## src/rtl/pixel_fifo.sv

```systemverilog
// Pixel FIFO: synchronous single-clock FIFO for packed {r,g,b} pixel words.
// Supports standard registered-read mode and first-word-fall-through mode.
// Status flags are registered and always consistent with the registered count.
module pixel_fifo #(
  parameter int DATA_W   = 24,
  parameter int ADDR_W   = 6,
  parameter int AF_LEVEL = 56,
  parameter int AE_LEVEL = 8,
  parameter int FWFT     = 0
) (
  input  logic              clk_100mhz,
  input  logic              rst,
  input  logic              flush,
  input  logic              wr_en,
  input  logic [DATA_W-1:0] wr_data,
  input  logic              rd_en,
  output logic [DATA_W-1:0] rd_data,
  output logic              rd_valid,
  output logic              full,
  output logic              empty,
  output logic              almost_full,
  output logic              almost_empty,
  output logic [ADDR_W:0]   count,
  output logic              overflow,
  output logic              underflow
);

  localparam int              DEPTH    = 1 << ADDR_W;
  localparam logic [ADDR_W:0] LP_DEPTH = (ADDR_W + 1)'(DEPTH);
  localparam logic [ADDR_W:0] LP_AF    = (ADDR_W + 1)'(AF_LEVEL);
  localparam logic [ADDR_W:0] LP_AE    = (ADDR_W + 1)'(AE_LEVEL);
  localparam logic [ADDR_W:0] LP_ONE   = (ADDR_W + 1)'(1);

  // Pixel storage; deliberately not reset, stale words are unreachable
  // because count and the pointers are cleared instead.
  logic [DATA_W-1:0] r_mem [DEPTH];

  logic [ADDR_W-1:0] r_wrPtr;
  logic [ADDR_W-1:0] r_rdPtr;
  logic [ADDR_W:0]   r_count;
  logic [DATA_W-1:0] r_rdData;
  logic              r_rdValid;
  logic              r_full;
  logic              r_empty;
  logic              r_almostFull;
  logic              r_almostEmpty;
  logic              r_overflow;
  logic              r_underflow;

  logic              w_rdAcc;
  logic              w_wrAcc;
  logic              w_memRead;
  logic              w_validNext;
  logic              w_overflowHit;
  logic              w_underflowHit;
  logic [ADDR_W:0]   w_memWords;
  logic [ADDR_W:0]   w_countNext;
  logic              w_fullNext;
  logic              w_emptyNext;
  logic              w_almostFullNext;
  logic              w_almostEmptyNext;

  // Words still sitting in the array; in FWFT mode the presented word lives
  // in the output register but is still part of count.
  assign w_memWords = (FWFT != 0) ? (r_count - {{ADDR_W{1'b0}}, r_rdValid}) : r_count;

  // Acceptance of reads and writes, output-register loading and next count.
  always_comb begin
    w_rdAcc     = 1'b0;
    w_memRead   = 1'b0;
    w_validNext = 1'b0;
    if (FWFT != 0) begin
      w_rdAcc     = rd_en && r_rdValid;
      w_memRead   = (w_memWords != '0) && (!r_rdValid || w_rdAcc);
      w_validNext = w_memRead || (r_rdValid && !w_rdAcc);
    end else begin
      w_rdAcc     = rd_en && !r_empty;
      w_memRead   = w_rdAcc;
      w_validNext = w_rdAcc;
    end

    w_wrAcc        = wr_en && (!r_full || w_rdAcc);
    w_overflowHit  = wr_en && !w_wrAcc;
    w_underflowHit = rd_en && !w_rdAcc;

    w_countNext = r_count;
    if (flush) begin
      w_countNext = '0;
    end else if (w_wrAcc && !w_rdAcc) begin
      w_countNext = r_count + LP_ONE;
    end else if (w_rdAcc && !w_wrAcc) begin
      w_countNext = r_count - LP_ONE;
    end

    w_fullNext        = (w_countNext == LP_DEPTH);
    w_emptyNext       = (w_countNext == '0);
    w_almostFullNext  = (w_countNext >= LP_AF);
    w_almostEmptyNext = (w_countNext <= LP_AE);
  end

  // Array write port; flush suppresses the write in its cycle.
  always_ff @(posedge clk_100mhz) begin
    if (w_wrAcc && !flush) begin
      r_mem[r_wrPtr] <= wr_data;
    end
  end

  // Pointers, count, status flags, output register and sticky error flags.
  always_ff @(posedge clk_100mhz or negedge rst) begin
    if (!rst) begin
      r_wrPtr       <= '0;
      r_rdPtr       <= '0;
      r_count       <= '0;
      r_rdData      <= '0;
      r_rdValid     <= 1'b0;
      r_full        <= 1'b0;
      r_empty       <= 1'b1;
      r_almostFull  <= 1'b0;
      r_almostEmpty <= 1'b1;
      r_overflow    <= 1'b0;
      r_underflow   <= 1'b0;
    end else begin
      r_count       <= w_countNext;
      r_full        <= w_fullNext;
      r_empty       <= w_emptyNext;
      r_almostFull  <= w_almostFullNext;
      r_almostEmpty <= w_almostEmptyNext;
      if (flush) begin
        r_wrPtr     <= '0;
        r_rdPtr     <= '0;
        r_rdValid   <= 1'b0;
        r_overflow  <= 1'b0;
        r_underflow <= 1'b0;
      end else begin
        if (w_wrAcc) begin
          r_wrPtr <= r_wrPtr + ADDR_W'(1);
        end
        if (w_memRead) begin
          r_rdPtr  <= r_rdPtr + ADDR_W'(1);
          r_rdData <= r_mem[r_rdPtr];
        end
        r_rdValid <= w_validNext;
        if (w_overflowHit) begin
          r_overflow <= 1'b1;
        end
        if (w_underflowHit) begin
          r_underflow <= 1'b1;
        end
      end
    end
  end

  assign rd_data      = r_rdData;
  assign rd_valid     = r_rdValid;
  assign full         = r_full;
  assign empty        = r_empty;
  assign almost_full  = r_almostFull;
  assign almost_empty = r_almostEmpty;
  assign count        = r_count;
  assign overflow     = r_overflow;
  assign underflow    = r_underflow;

endmodule

```

## config.mk

```make
export PLATFORM = sky130hd
export DESIGN_NAME = pixel_fifo
export DESIGN_NICKNAME = d
export VERILOG_FILES = /design/src/rtl/pixel_fifo.sv
export SDC_FILE = /design/constraint.sdc
export NUM_CORES = 2
export LEC_CHECK = 0
export BUFFER_PORTS_ARGS = -buffer_cell sky130_fd_sc_hd__buf_2
export CAP_MARGIN = 10
export CORE_MARGIN = 4
export CORE_UTILIZATION = 50
export DETAILED_ROUTE_END_ITERATION = 7
export PLACE_DENSITY = 0.67
export SYNTH_ARGS = -nofsm -noshare
export SYNTH_HDL_FRONTEND = slang
export SYNTH_SLANG_ARGS = --single-unit
```

## constraint.sdc

```tcl
create_clock -name clk_100mhz -period 3.73 [get_ports clk_100mhz]
set_clock_uncertainty 0.15 [all_clocks]
set_input_delay 0.373 -clock clk_100mhz [delete_from_list [all_inputs] [get_ports clk_100mhz]]
set_output_delay 0.373 -clock clk_100mhz [all_outputs]
set_load 0.02 [all_outputs]
```

==> flow_summary.toml <==
[worst_setup_path]
critPathBufInv = 1
required_ps = 4190
slowest_stage = "dfrtp_4"
path_cells = "buf_12, mux4_2, a22oi_1, a21oi_1, a31oi_1, o21ai_0"
path_class = "reg -> reg"
start_kind = "register"
worstPathArrival_ps = 3890
cp-startpoint = "r_rdPtr[0]$_DFFE_PN0P_"
critPathMaxStageDelay_ps = 690
end_kind = "register"
crit_family = "compound AO/OA/AOI/OAI gates"
reg2reg_slack_ps = 290
cp_max_fo = 52
reg2reg_from = "r_rdPtr[0]$_DFFE_PN0P_"

[power]
clkPwrFrac = 0.376
p_switching_w = 0.00941
vdd_drop_max_mv = 0.522
p_sw_frac = 0.233
power_density_nw_per_um2 = 582
pwr-share-comb = 0.125
intPower_w = 0.0309
p_seq_frac = 0.499
cellLeakagePower_nw = 21.6

[cts]
cts_setup_buffers = 0
cts.sinks = 1586
path_clk_slew_ps = 60
cts_tree = "built"
clk_latency_ps = 750
clockBufferDepth = 3
ctsHtreeMaxLevel = 4
clockRootBuffer = "clkbuf_16"
cts_buffers = 155

[global_routing]
grt_pass1_vias = 30700
grt_max_degree = 65
antenna_found_initial = 8
use_met1 = 0.340
grt_busiest_layer = "met2"
use_met3 = 0.0614
met2_usage = 0.384
grt_pass1_wl_mm = 220
globalRouteTotalUtil = 0.243
grt-ovfl-total = 0

[synthesis]
synthCells = 2807
ys_warn_count = 0
syn-cell-area_sq_um = 60800
syn_nets = 2840
yosys.area.top_type = "edfxtp_1"
async_flop_share = 0.0315
synth.yosys.seq_area_share = 0.779
yosysTopAreaCellShare = 0.759
synthTopCellsByArea = "edfxtp_1 (76%), mux4_2 (14%), dfrtp_1 (2.0%)"
synthDistinctLibCells = 49
yosys_most_used_dff = "edfxtp_1"
postSynthAreaPerCell_sq_um = 21.7
ys_seq_elements = 1586
synth_enable_flop_cells = 1536

[floorplanning]
ios = 67
placementRows = 127
die_x_microns = 357
coreArea_sq_um = 120000
dieArea_sq_um = 127000
die_h_microns = 357
floorplan.initialDensity = 0.505

[placed_design]
place_hpwl_mm = 94.2
placed_area_sq_um = 64300
gp_congestion = 0.876
port_buffers = 66
dp_slack_ps = 346
placed_cells = 4531

[timing]
max_freq_mhz = 291
period_needed_ps = 3440
hold_viol = 0
final_max_slew_viol_count = 0
relSlewSlack = 0.0672
setup_ws_ps = 292
setup_tns_ps = 0
worst_pin_slew_ps = 1380
rsz0062_at_grt = "no"
fin_crit_sh = 0.922
finalSetupViolations = 0

[cells_and_area]
syn_to_final_growth_pct = 13.9
final_nets = 3115
fin_cells = 4823
drive_above_1_share = 0.292
mostFrequentLayoutCells = "edfxtp_1 (1,536), mux4_2 (368), buf_4 (182), clkbuf_16 (163), nor2_1 (91)"
final_common_cell = "edfxtp_1"
fin_area_sq_um = 69300
multi_input_area_sq_um = 12700
seqCellArea_sq_um = 47400
final.fill_count = 8605

[job]
maxCapViolCount = 0

[drt]
ant_nets = 0
first_iter_violations = 3875
num_vias = 30400
first_pass_iters = 8
viasPerCell = 6.29
wl_per_cell_microns = 31.7
routed_wl_mm = 153
post-route-drc-count = 2

[min_path]
min-delay-start = "wr_data[6]"
hp-class = "in -> reg"

[outcome]
status = "complete, but fails checks"
violations = "DRC"
-- path summary, 6_finish.rpt --
check	end	cells past startpoint
max in group asynchronous	rd_data[18]$_DFFE_PN0P_	3
worst max register to register	rd_data[0]$_DFFE_PN0P_	6
worst min register to register	overflow$_DFFE_PN0P_	2
worst min-delay path	r_mem[32][6]$_DFFE_PP_	1
worst max-delay path	rd_data[0]$_DFFE_PN0P_	6
min in group asynchronous	full$_DFF_PN0_	2
-- area by class of cell --
type	instances	share of cell area
multi-input combinational	1053	0.184
antenna	3	0.000108
clock buffer	213	0.0622
inverter	13	0.000704
tap	1612	0.0291
clock inverter	70	0.00899
sequential	1586	0.684
timing repair buffer	273	0.0308
-- cells in the mapped netlist (3+ instances only) --
cell / count
buf_1: 16
or3_1: 5
o221ai_1: 16
ha_1: 4
clkbuf_1: 60
mux2_2: 18
dfrtp_1: 48
a22oi_1: 32
a211oi_1: 45
xnor2_1: 4
buf_4: 19
nor2b_1: 39
o22ai_1: 40
nor4_1: 3
a21oi_1: 31
o21ai_0: 42
nand4_1: 4
mux4_2: 368
inv_1: 13
nor3_1: 36
a221o_1: 16
xor2_1: 6
nand3_1: 6
nand2b_1: 9
or2_2: 3
buf_6: 10
o41ai_1: 8
a31oi_1: 12
nor2_1: 154
edfxtp_1: 1536
nand2_1: 56
mux2i_1: 77
buf_2: 49
-- worst reg2reg max path, stage by stage, from the launching register on --
cell	delay [ps]
dfrtp_4	690
buf_12	450
mux4_2	630
a22oi_1	370
a21oi_1	300
a31oi_1	520
o21ai_0	180
-- per-stage QoR --
step	hold WS (ps)	util	power (W)
final	51.1	0.576	0.0403
after global routing	31.7	0.576	0.0417
after CTS	0.206	0.576	0.0406
after detailed placement	342	0.534	0.0255
after global placement	338	0.534	0.0255
after floorplan	-72.6	-	0.0238
-- cell families after synthesis --
| logic type | Yosys count | synth area share |
|---|---|---|
| flip-flops | 1586 | 0.779 |
| adder cells (fa/ha/maj) | 4 | 0.000823 |
| AND/OR/NAND/NOR | 327 | 0.0244 |
| XOR/XNOR | 10 | 0.00144 |
| multiplexers | 463 | 0.152 |
| AO/OA/AOI/OAI | 249 | 0.0279 |
| buffers and inverters | 168 | 0.0138 |
-- metal layers --
metal	vias to the layer above	wire length (microns)
li1	12300	-
met1	16100	59600
met2	1701	73700
met3	255	15400
met4	4	4330
met5	-	29
-- sequential cells by signal, summed over array words and instances (netlist names) --
name          flops
r_rdPtr           6
rd_data          24
r_wrPtr           6
r_mem          1536
full              1
underflow         1
rd_valid          1
almost_empty      1
almost_full       1
count             7
empty             1
overflow          1
-- power groups by stage --
stage / combinational (W) / clock (W) / sequential, W
finish: 0.00503 / 0.0152 / 0.0201
CTS: 0.00509 / 0.0154 / 0.0201
global route: 0.00535 / 0.0162 / 0.0201
floorplan: 0.00336 / 0 / 0.0204
detailed placement: 0.00507 / 0 / 0.0205
global placement: 0.00500 / 0 / 0.0205
-- timing repair --
action	in CTS	in global routing
hold buffers	6	0
hold endpoints to repair	97	0
gates resized for setup	0	0
No activity file was read; power rests on OpenSTA's default activity.
